### src/rtl/uart_tx_arb_if.sv
// ============================================================================
// Module  : uart_tx_arb_if
// Brief   : Requester-side and tx-side bundle of the UART transmit arbiter.
// Rev     : 1.0  initial release
// ============================================================================
`default_nettype none

interface uart_tx_arb_if #(
  parameter int N_REQ = 4
) ();
  logic [N_REQ-1:0]   req_valid;
  logic [8*N_REQ-1:0] req_data;
  logic [N_REQ-1:0]   req_last;
  logic [N_REQ-1:0]   req_ready;
  logic [N_REQ-1:0]   grant;
  logic               tx_send;
  logic [7:0]         tx_data;
  logic               tx_busy;
  logic               err;

  modport master (
    input  req_valid, req_data, req_last, tx_busy,
    output req_ready, grant, tx_send, tx_data, err
  );

  modport slave (
    output req_valid, req_data, req_last, tx_busy,
    input  req_ready, grant, tx_send, tx_data, err
  );
endinterface

`default_nettype wire

### src/rtl/uart_tx_arb.sv
// ============================================================================
// Module  : uart_tx_arb
// Brief   : Packet-locked round-robin arbiter in front of a single UART tx.
//           Optional send watchdog enabled by defining UART_TX_ARB_WDOG_EN.
// Rev     : 1.0  initial release
// ============================================================================
`default_nettype none

module uart_tx_arb #(
  parameter int N_REQ   = 4,
  parameter int TIMEOUT = 1023
) (
  input  logic           clk,
  input  logic           rst,
  uart_tx_arb_if.master  bus
);

  localparam int PW = $clog2(N_REQ);

  typedef enum logic [1:0] {
    S_IDLE = 2'd0,
    S_LOAD = 2'd1,
    S_SEND = 2'd2,
    S_WAIT = 2'd3
  } state_t;

  state_t           state_q, state_d;
  logic [N_REQ-1:0] grant_q, grant_d;
  logic [PW-1:0]    owner_q, owner_d;
  logic [PW-1:0]    ptr_q, ptr_d;
  logic             last_q, last_d;
  logic [7:0]       tx_data_q, tx_data_d;

  logic             win_found;
  logic [PW-1:0]    win_idx;
  logic [PW-1:0]    cand;
  int               idx;
  logic [PW-1:0]    ptr_after;
  logic [7:0]       owner_byte;
  logic             wd_expire;

`ifdef UART_TX_ARB_WDOG_EN
  localparam int CW = $clog2(TIMEOUT + 1);
  logic [CW-1:0] wd_cnt_q, wd_cnt_d;
  logic          err_q, err_d;

  assign wd_expire = (wd_cnt_q == CW'(TIMEOUT - 1));

  always_comb begin
    wd_cnt_d = '0;
    err_d    = err_q;
    if (state_q == S_SEND) begin
      wd_cnt_d = wd_cnt_q + 1'b1;
      if (!bus.tx_busy && wd_expire) begin
        err_d = 1'b1;
      end
    end
  end

  always_ff @(posedge clk or posedge rst) begin
    if (rst) begin
      wd_cnt_q <= '0;
      err_q    <= 1'b0;
    end else begin
      wd_cnt_q <= wd_cnt_d;
      err_q    <= err_d;
    end
  end

  assign bus.err = err_q;
`else
  localparam int unused_timeout = TIMEOUT;
  assign wd_expire = 1'b0;
  assign bus.err   = 1'b0;
`endif

  // First requesting index at or above ptr, wrapping modulo N_REQ.
  always_comb begin
    win_found = 1'b0;
    win_idx   = '0;
    cand      = '0;
    idx       = 0;
    for (int k = 0; k < N_REQ; k++) begin
      idx = int'(ptr_q) + k;
      if (idx >= N_REQ) begin
        idx = idx - N_REQ;
      end
      cand = PW'(idx);
      if (!win_found && bus.req_valid[cand]) begin
        win_found = 1'b1;
        win_idx   = cand;
      end
    end
  end

  assign ptr_after  = (owner_q == PW'(N_REQ - 1)) ? '0 : owner_q + 1'b1;
  assign owner_byte = bus.req_data[{owner_q, 3'b000} +: 8];

  always_comb begin
    state_d   = state_q;
    grant_d   = grant_q;
    owner_d   = owner_q;
    ptr_d     = ptr_q;
    last_d    = last_q;
    tx_data_d = tx_data_q;
    case (state_q)
      S_IDLE: begin
        if (win_found) begin
          grant_d = N_REQ'(1) << win_idx;
          owner_d = win_idx;
          state_d = S_LOAD;
        end
      end
      S_LOAD: begin
        // Busy still high from the previous byte must not count as a handshake.
        if (!bus.tx_busy && bus.req_valid[owner_q]) begin
          tx_data_d = owner_byte;
          last_d    = bus.req_last[owner_q];
          state_d   = S_SEND;
        end
      end
      S_SEND: begin
        if (bus.tx_busy) begin
          state_d = S_WAIT;
        end else if (wd_expire) begin
          state_d = S_IDLE;
          grant_d = '0;
          ptr_d   = ptr_after;
        end
      end
      S_WAIT: begin
        if (!bus.tx_busy) begin
          if (last_q) begin
            state_d = S_IDLE;
            grant_d = '0;
            ptr_d   = ptr_after;
          end else begin
            state_d = S_LOAD;
          end
        end
      end
      default: state_d = S_IDLE;
    endcase
  end

  always_ff @(posedge clk or posedge rst) begin
    if (rst) begin
      state_q   <= S_IDLE;
      grant_q   <= '0;
      owner_q   <= '0;
      ptr_q     <= '0;
      last_q    <= 1'b0;
      tx_data_q <= 8'h00;
    end else begin
      state_q   <= state_d;
      grant_q   <= grant_d;
      owner_q   <= owner_d;
      ptr_q     <= ptr_d;
      last_q    <= last_d;
      tx_data_q <= tx_data_d;
    end
  end

  // tx_send decodes the state register so reset removes it without a clock.
  assign bus.req_ready = (state_q == S_LOAD && !bus.tx_busy) ? grant_q : '0;
  assign bus.grant     = grant_q;
  assign bus.tx_send   = (state_q == S_SEND);
  assign bus.tx_data   = tx_data_q;

endmodule

`default_nettype wire

### src/flat_wrapper.sv
// flat-port wrapper written by rule: the top's interface ports become plain ports
module uart_tx_arb_flat 
#(
  parameter int N_REQ   = 4,
  parameter int TIMEOUT = 1023
)
  (clk, rst, bus_req_valid, bus_req_data, bus_req_last, bus_tx_busy, bus_req_ready, bus_grant, bus_tx_send, bus_tx_data, bus_err);
  uart_tx_arb_if #(.N_REQ(N_REQ)) bus_i ();
  input  logic clk;
  input  logic rst;
  input wire logic [$bits(bus_i.req_valid)-1:0] bus_req_valid;
  input wire logic [$bits(bus_i.req_data)-1:0] bus_req_data;
  input wire logic [$bits(bus_i.req_last)-1:0] bus_req_last;
  input wire logic [$bits(bus_i.tx_busy)-1:0] bus_tx_busy;
  output wire logic [$bits(bus_i.req_ready)-1:0] bus_req_ready;
  output wire logic [$bits(bus_i.grant)-1:0] bus_grant;
  output wire logic [$bits(bus_i.tx_send)-1:0] bus_tx_send;
  output wire logic [$bits(bus_i.tx_data)-1:0] bus_tx_data;
  output wire logic [$bits(bus_i.err)-1:0] bus_err;
  assign bus_i.req_valid = bus_req_valid;
  assign bus_i.req_data = bus_req_data;
  assign bus_i.req_last = bus_req_last;
  assign bus_i.tx_busy = bus_tx_busy;
  assign bus_req_ready = bus_i.req_ready;
  assign bus_grant = bus_i.grant;
  assign bus_tx_send = bus_i.tx_send;
  assign bus_tx_data = bus_i.tx_data;
  assign bus_err = bus_i.err;
  uart_tx_arb #(.N_REQ(N_REQ), .TIMEOUT(TIMEOUT)) u_core (.clk(clk), .rst(rst), .bus(bus_i));
endmodule
### config.mk
export PLATFORM = sky130hd
export DESIGN_NAME = uart_tx_arb_flat
export DESIGN_NICKNAME = d
export VERILOG_FILES = /design/src/rtl/uart_tx_arb_if.sv /design/src/rtl/uart_tx_arb.sv /design/src/flat_wrapper.sv
export SDC_FILE = /design/constraint.sdc
export NUM_CORES = 1
export LEC_CHECK = 0
export BUFFER_PORTS_ARGS = -buffer_cell sky130_fd_sc_hd__clkbuf_2
export CORE_MARGIN = 3
export CORE_UTILIZATION = 49
export CTS_CLUSTER_DIAMETER = 40
export CTS_CLUSTER_SIZE = 20
export DETAILED_ROUTE_END_ITERATION = 10
export HOLD_SLACK_MARGIN = 0.15
export PLACE_DENSITY_LB_ADDON = 0.2
export SYNTH_ARGS = -nofsm -noshare
export SYNTH_HDL_FRONTEND = slang
export SYNTH_SLANG_ARGS = --single-unit
export TNS_END_PERCENT = 5
### constraint.sdc
create_clock -name clk -period 3.46 [get_ports clk]
set_input_delay 0.519 -clock clk [delete_from_list [all_inputs] [get_ports clk]]
set_output_delay 0.519 -clock clk [all_outputs]
set_load 0.01 [all_outputs]
======== Word-level counts from Yosys, hierarchy flattened ========
Index checks and enable logic that the tools add are counted.
operators by class
  magnitude comparators ................... 9
  equal/unequal tests ..................... 9
  muxes and demuxes ....................... 36
  reductions and logical operators ........ 16
  bitwise logic cells ..................... 1
  shift operators ......................... 2
  $add $sub $neg .......................... 8
operator list
  kind                                                                     number
  32-bit by 6-bit indexed part select with 8-bit output                    1
  2-bit two-way mux                                                        13
  4-bit two-way mux                                                        4
  2-bit by 3-bit < comparator with 1-bit output, second input constant     5
  1-bit binary-select mux with 2-bit select                                6
  1-bit two-way mux                                                        11
  3-bit >= comparator, second input constant                               3
  2-bit one-hot mux with 4 select lines                                    1
  4-bit one-hot mux with 2 select lines                                    1
  4-bit AND reduction                                                      2
  2-bit by 1-bit subtractor with 2-bit output, second input constant       4
  2-bit by 2-bit adder with 3-bit output, second input constant            2
  2-bit equality test, second input constant                               3
  2-bit by 1-bit inequality test with 1-bit output, second input constant  3
  1-bit logical AND                                                        5
  1-bit zero test                                                          4
  2-bit inequality test, second input constant                             2
  2-bit AND reduction                                                      2
  1-bit by 2-bit << shifter with 4-bit output, first input constant        1
  2-bit by 1-bit adder with 3-bit output, second input constant            1
  2-bit by 3-bit >= comparator with 1-bit output, second input constant    1
  3-bit AND reduction                                                      1
  2-bit by 1-bit adder with 2-bit output, second input constant            1
  2-bit by 1-bit equality test with 1-bit output, second input constant    1
  other kinds (3)                                                          3
storage, ports and cells
  logic and storage cells ................. 87
  bits in registers ....................... 19

======== Longest topological paths before layout ========
  depth after elaboration ................. 17
  gate-level depth with buffers ........... 6
  depth with buffers taken out ............ 6

======== Worst setup path before layout ========
OpenSTA, ideal clock, no wires.
  path kind ............................... register to output
  start point ............................. reg u_core.state_q[1]
  end point ............................... out bus_req_ready[0]
  cell stages (with the launch flop) ...... 5
  arrival time ............................ 1.118 ns
  path slack .............................. 1.823 ns
  cell sequence ........................... dfrtp_1 > inv_1 > ha_1 > nor2b_1 > and2_1
on the way
  word-level cells in the longest chain between the ends .. 3
RTL lines
  item                                            line                source
  start, declared                                 uart_tx_arb.sv:27   state_t state_q, state_d;
  start signal, assigned                          uart_tx_arb.sv:155  state_q <= state_d;
  2-bit by 1-bit equality test with 1-bit output  uart_tx_arb.sv:165  assign bus.req_ready = (state_q == S_LOAD && !bus.tx_busy) ? grant_q : '0;
  1-bit logical AND                               uart_tx_arb.sv:165
  4-bit two-way mux                               uart_tx_arb.sv:165
  end, declared                                   flat_wrapper.sv:15  output wire logic [$bits(bus_i.req_ready)-1:0] bus_req_ready;
No other way between the ends.

======== Worst setup path in the final report ========
  start point ............................. reg u_core.state_q[1]
  end point ............................... out bus_req_ready[2]
Same word-level chain as after synthesis.

==> summary.md <==
| Metric | Value |
|---|---|
| Iteration-0 DRC Markers | 16 |
| Clock transition at path regs | 0.11 ns |
| Critical path class | flop to output port |
| Die Span Y | 56.2 um |
| TNS Setup | 0 ns |
| Seq/Total Area, Yosys | 38.5% |
| Area grow syn2layout | 27.5% |
| Worst Reg-to-Reg Cells | 3 |
| Pre-CTS WS | 1.32 ns |
| Peak Freq | 439 MHz |
| Worst Skew | 0.00562 ns |
| GRT overflow | 0 |
| Hold buffer count at cts | 0 |
| Setup-failing EPs final | 0 |
| First-pass GRT wire length | 4790 um |
| Number of vias per cell | 5.47 |
| Clock sinks | 19 |
| TritonCTS Buffers | 3 |
| Yosys warns | 0 |
| Synthesized area | 1230 um^2 |
| CP max-delay cell | dfrtp_1 |
| Final hold vios | 0 |
| RSZ-0062 raised after global routing | no |
| Initial Util | 53.7% |
| # rows | 17 |
| R2r startpoint | u_core.owner_q[0] |
| Io pins | 61 |
| Cell Chain, Critical Path | inv_1 -> ha_1 -> nor2b_1 -> and2_1 -> clkbuf_2 |
| Buffer levels on the longest clock path | 2 |
| Required time of the critical path | 2.94 ns |
| Layout cells sized above 1 | 55.9% |
| Slew margin rel. | 54.1% |
| Post-CTS Setup Bufs | 0 |
| CP max FO | 5 |
| Die area | 3160 um^2 |
| Post-Synthesis Net Count | 150 |
| Slew @ Worst Pin | 0.689 ns |
| Area contributors post-synth | dfrtp_1 39%, mux4_2 18%, mux2_2 10%, ha_1 6.1%, a32o_1 3.2% |
| Post-synth top area share | 38.5% |
| TritonRoute pass-1 iters | 4 |
| Placer Congestion | 0.818 |
| Antenna violations before repair | 0 |
| Routed via count | 1034 |
| Worst R2R End | u_core.bus.tx_data[0] |
| Drt total wl | 2740 um |
| Detail Route Antenna Nets | 0 |
| Post-Syn Instances | 101 |
| P per Cell Area | 750 nW/um^2 |
| Largest area contributor in the netlist | dfrtp_1 |
| Largest net degree at the start of global routing | 20 |
| Arrival @ worst endpoint | 1.76 ns |
| GR Util All Layers | 19.3% |
| Die Width | 56.2 um |
| DP Wirelength | 2270 um |
| Nets | 211 |
| Antenna diode count | 0 |
| Min Tclk post-route | 2.28 ns |
| Post-synthesis register bit count | 19 |
| Crit. Startpoint | u_core.state_q[1] |
| Outcome | finished clean |
| Max Slew Vio Count | 0 |
| Peak VDD IR | 0.000576 V |
| Synth cell types | 34 |
| I/O Buffers | 59 |
| Hold Crit Class | primary input to asynchronous set/reset pin |
| Max_cap viols | 0 |
| Worst-Skew Late Latency | 0.30 ns |
| TritonCTS clock tree | yes |
| Final period util | 65.8% |
| Static leakage | 0.000785 uW |
| CP Capture Type | output port |
| Largest stage delay on the critical path | 0.44 ns |
| CP Launch Type | flop |
| Syn avg cell area | 12.2 um^2 |
| CTS root buf | clkbuf_4 |
| Final setup margin | 1.18 ns |
| Vias in the first global route | 1103 |
| DR DRC count | 0 |
| Core Box Area | 2300 um^2 |
| Wire per inst | 14.5 um |
| Htree depth | 1 |
| R2R Setup Slk | 1.35 ns |
| Resize count post-CTS | 0 |
## layout make-up
type                            instances  area [um^2]
Clock buffer                            3         22.5
Clock inverter                          1         5.00
Fill cell                             184          724
Inverter                                6         22.5
Multi-Input combinational cell         73          717
Sequential cell                        19          475
Tap cell                               28         35.0
Timing Repair Buffer                   59          295
## cell usage in the layout, fill, tap and decap left out, drive strengths merged, types with 2 or more instances in the layout
| cell | count |
|---|---|
| clkbuf | 62 |
| and2 | 5 |
| nand2b | 2 |
| nor2 | 4 |
| nand2 | 7 |
| inv | 6 |
| ha | 6 |
| mux2 | 11 |
| a32o | 4 |
| a21oi | 4 |
| mux4 | 10 |
| o21ai | 4 |
| dfrtp | 19 |
## cells in the mapped netlist
master     instances
nand2b_1           2
ha_1               6
inv_1              6
o21ai_0            3
mux2i_1            1
nor4_1             1
mux4_2            10
o21ai_2            1
or2_2              1
nand2_2            1
o31ai_1            1
o2bb2ai_2          1
nand3_1            1
and2_4             1
nor3_1             1
clkbuf_1           1
and2_1             4
o22ai_1            1
dfrtp_1           19
a211oi_1           1
nand3b_1           1
a32o_1             4
o21a_1             1
nor2b_1            1
nor2_1             4
conb_1             1
o22a_1             1
nand2_1            6
a21oi_1            3
or3_1              1
buf_4              2
a31oi_1            1
a21oi_2            1
mux2_2            11
## worst max-delay path by stage
stage,cells past startpoint,slack (ns),to
detailed placement,3,1.32,u_core.bus.tx_data[7]
finish,5,1.18,bus_req_ready[2]
CTS,5,1.17,bus_req_ready[2]
floorplan,4,1.82,bus_req_ready[0]
global route,5,1.02,bus_req_ready[3]
global placement,3,1.37,u_core.bus.tx_data[2]
## worst max-delay path, delay by kind of cell (launching register included)
kind	cells	cell delay (ns)
and+or+nand+nor	2	0.54
buffers and inverters	2	0.28
DFF	1	0.44
adders and majority gates	1	0.20
## stage by stage
step | instance area, um^2 | util, % | hold slack, ns | std cells | total power (uW)
finish | 1570 | 68.5 | 0.281 | 189 | 1180
global route | 1570 | 68.5 | 0.318 | 189 | 1280
CTS | 1570 | 68.5 | 0.297 | 189 | 1190
detailed placement | 1550 | 67.3 | 0.497 | 185 | 1080
global placement | 1550 | 67.3 | 0.487 | 185 | 1060
floorplan | 1230 | - | 0.470 | 101 | 893
## registers in the layout, indices dropped and copies added (netlist names)
name                count
u_core.bus.grant        4
u_core.bus.tx_data      8
u_core.last_q           1
u_core.owner_q          2
u_core.ptr_q            2
u_core.state_q          2
## power by group
group | switching [uW] | total, uW | internal, uW
Clock | 69.0 | 112 | 43.2
Sequential | 123 | 450 | 326
Combinational | 277 | 618 | 341
## metal layers
layer  wire length (um)  GRT usage (%)  share of wire, %
met3                188           6.03               6.9
met4                 51           7.12               1.9
met1               1070           21.7                39
met2               1430           34.1                52
met5                  0              0                 0
## kinds of logic after synthesis
kind of cell | Yosys count | share of synthesized area (%)
mux | 22 | 29.1
compound gates | 19 | 11.9
other cells | 1 | 0.304
fa+ha+maj | 6 | 6.09
flops | 19 | 38.5
simple gates | 25 | 10.8
buf+inv | 9 | 3.35
Power figures use the tool's default switching activity.
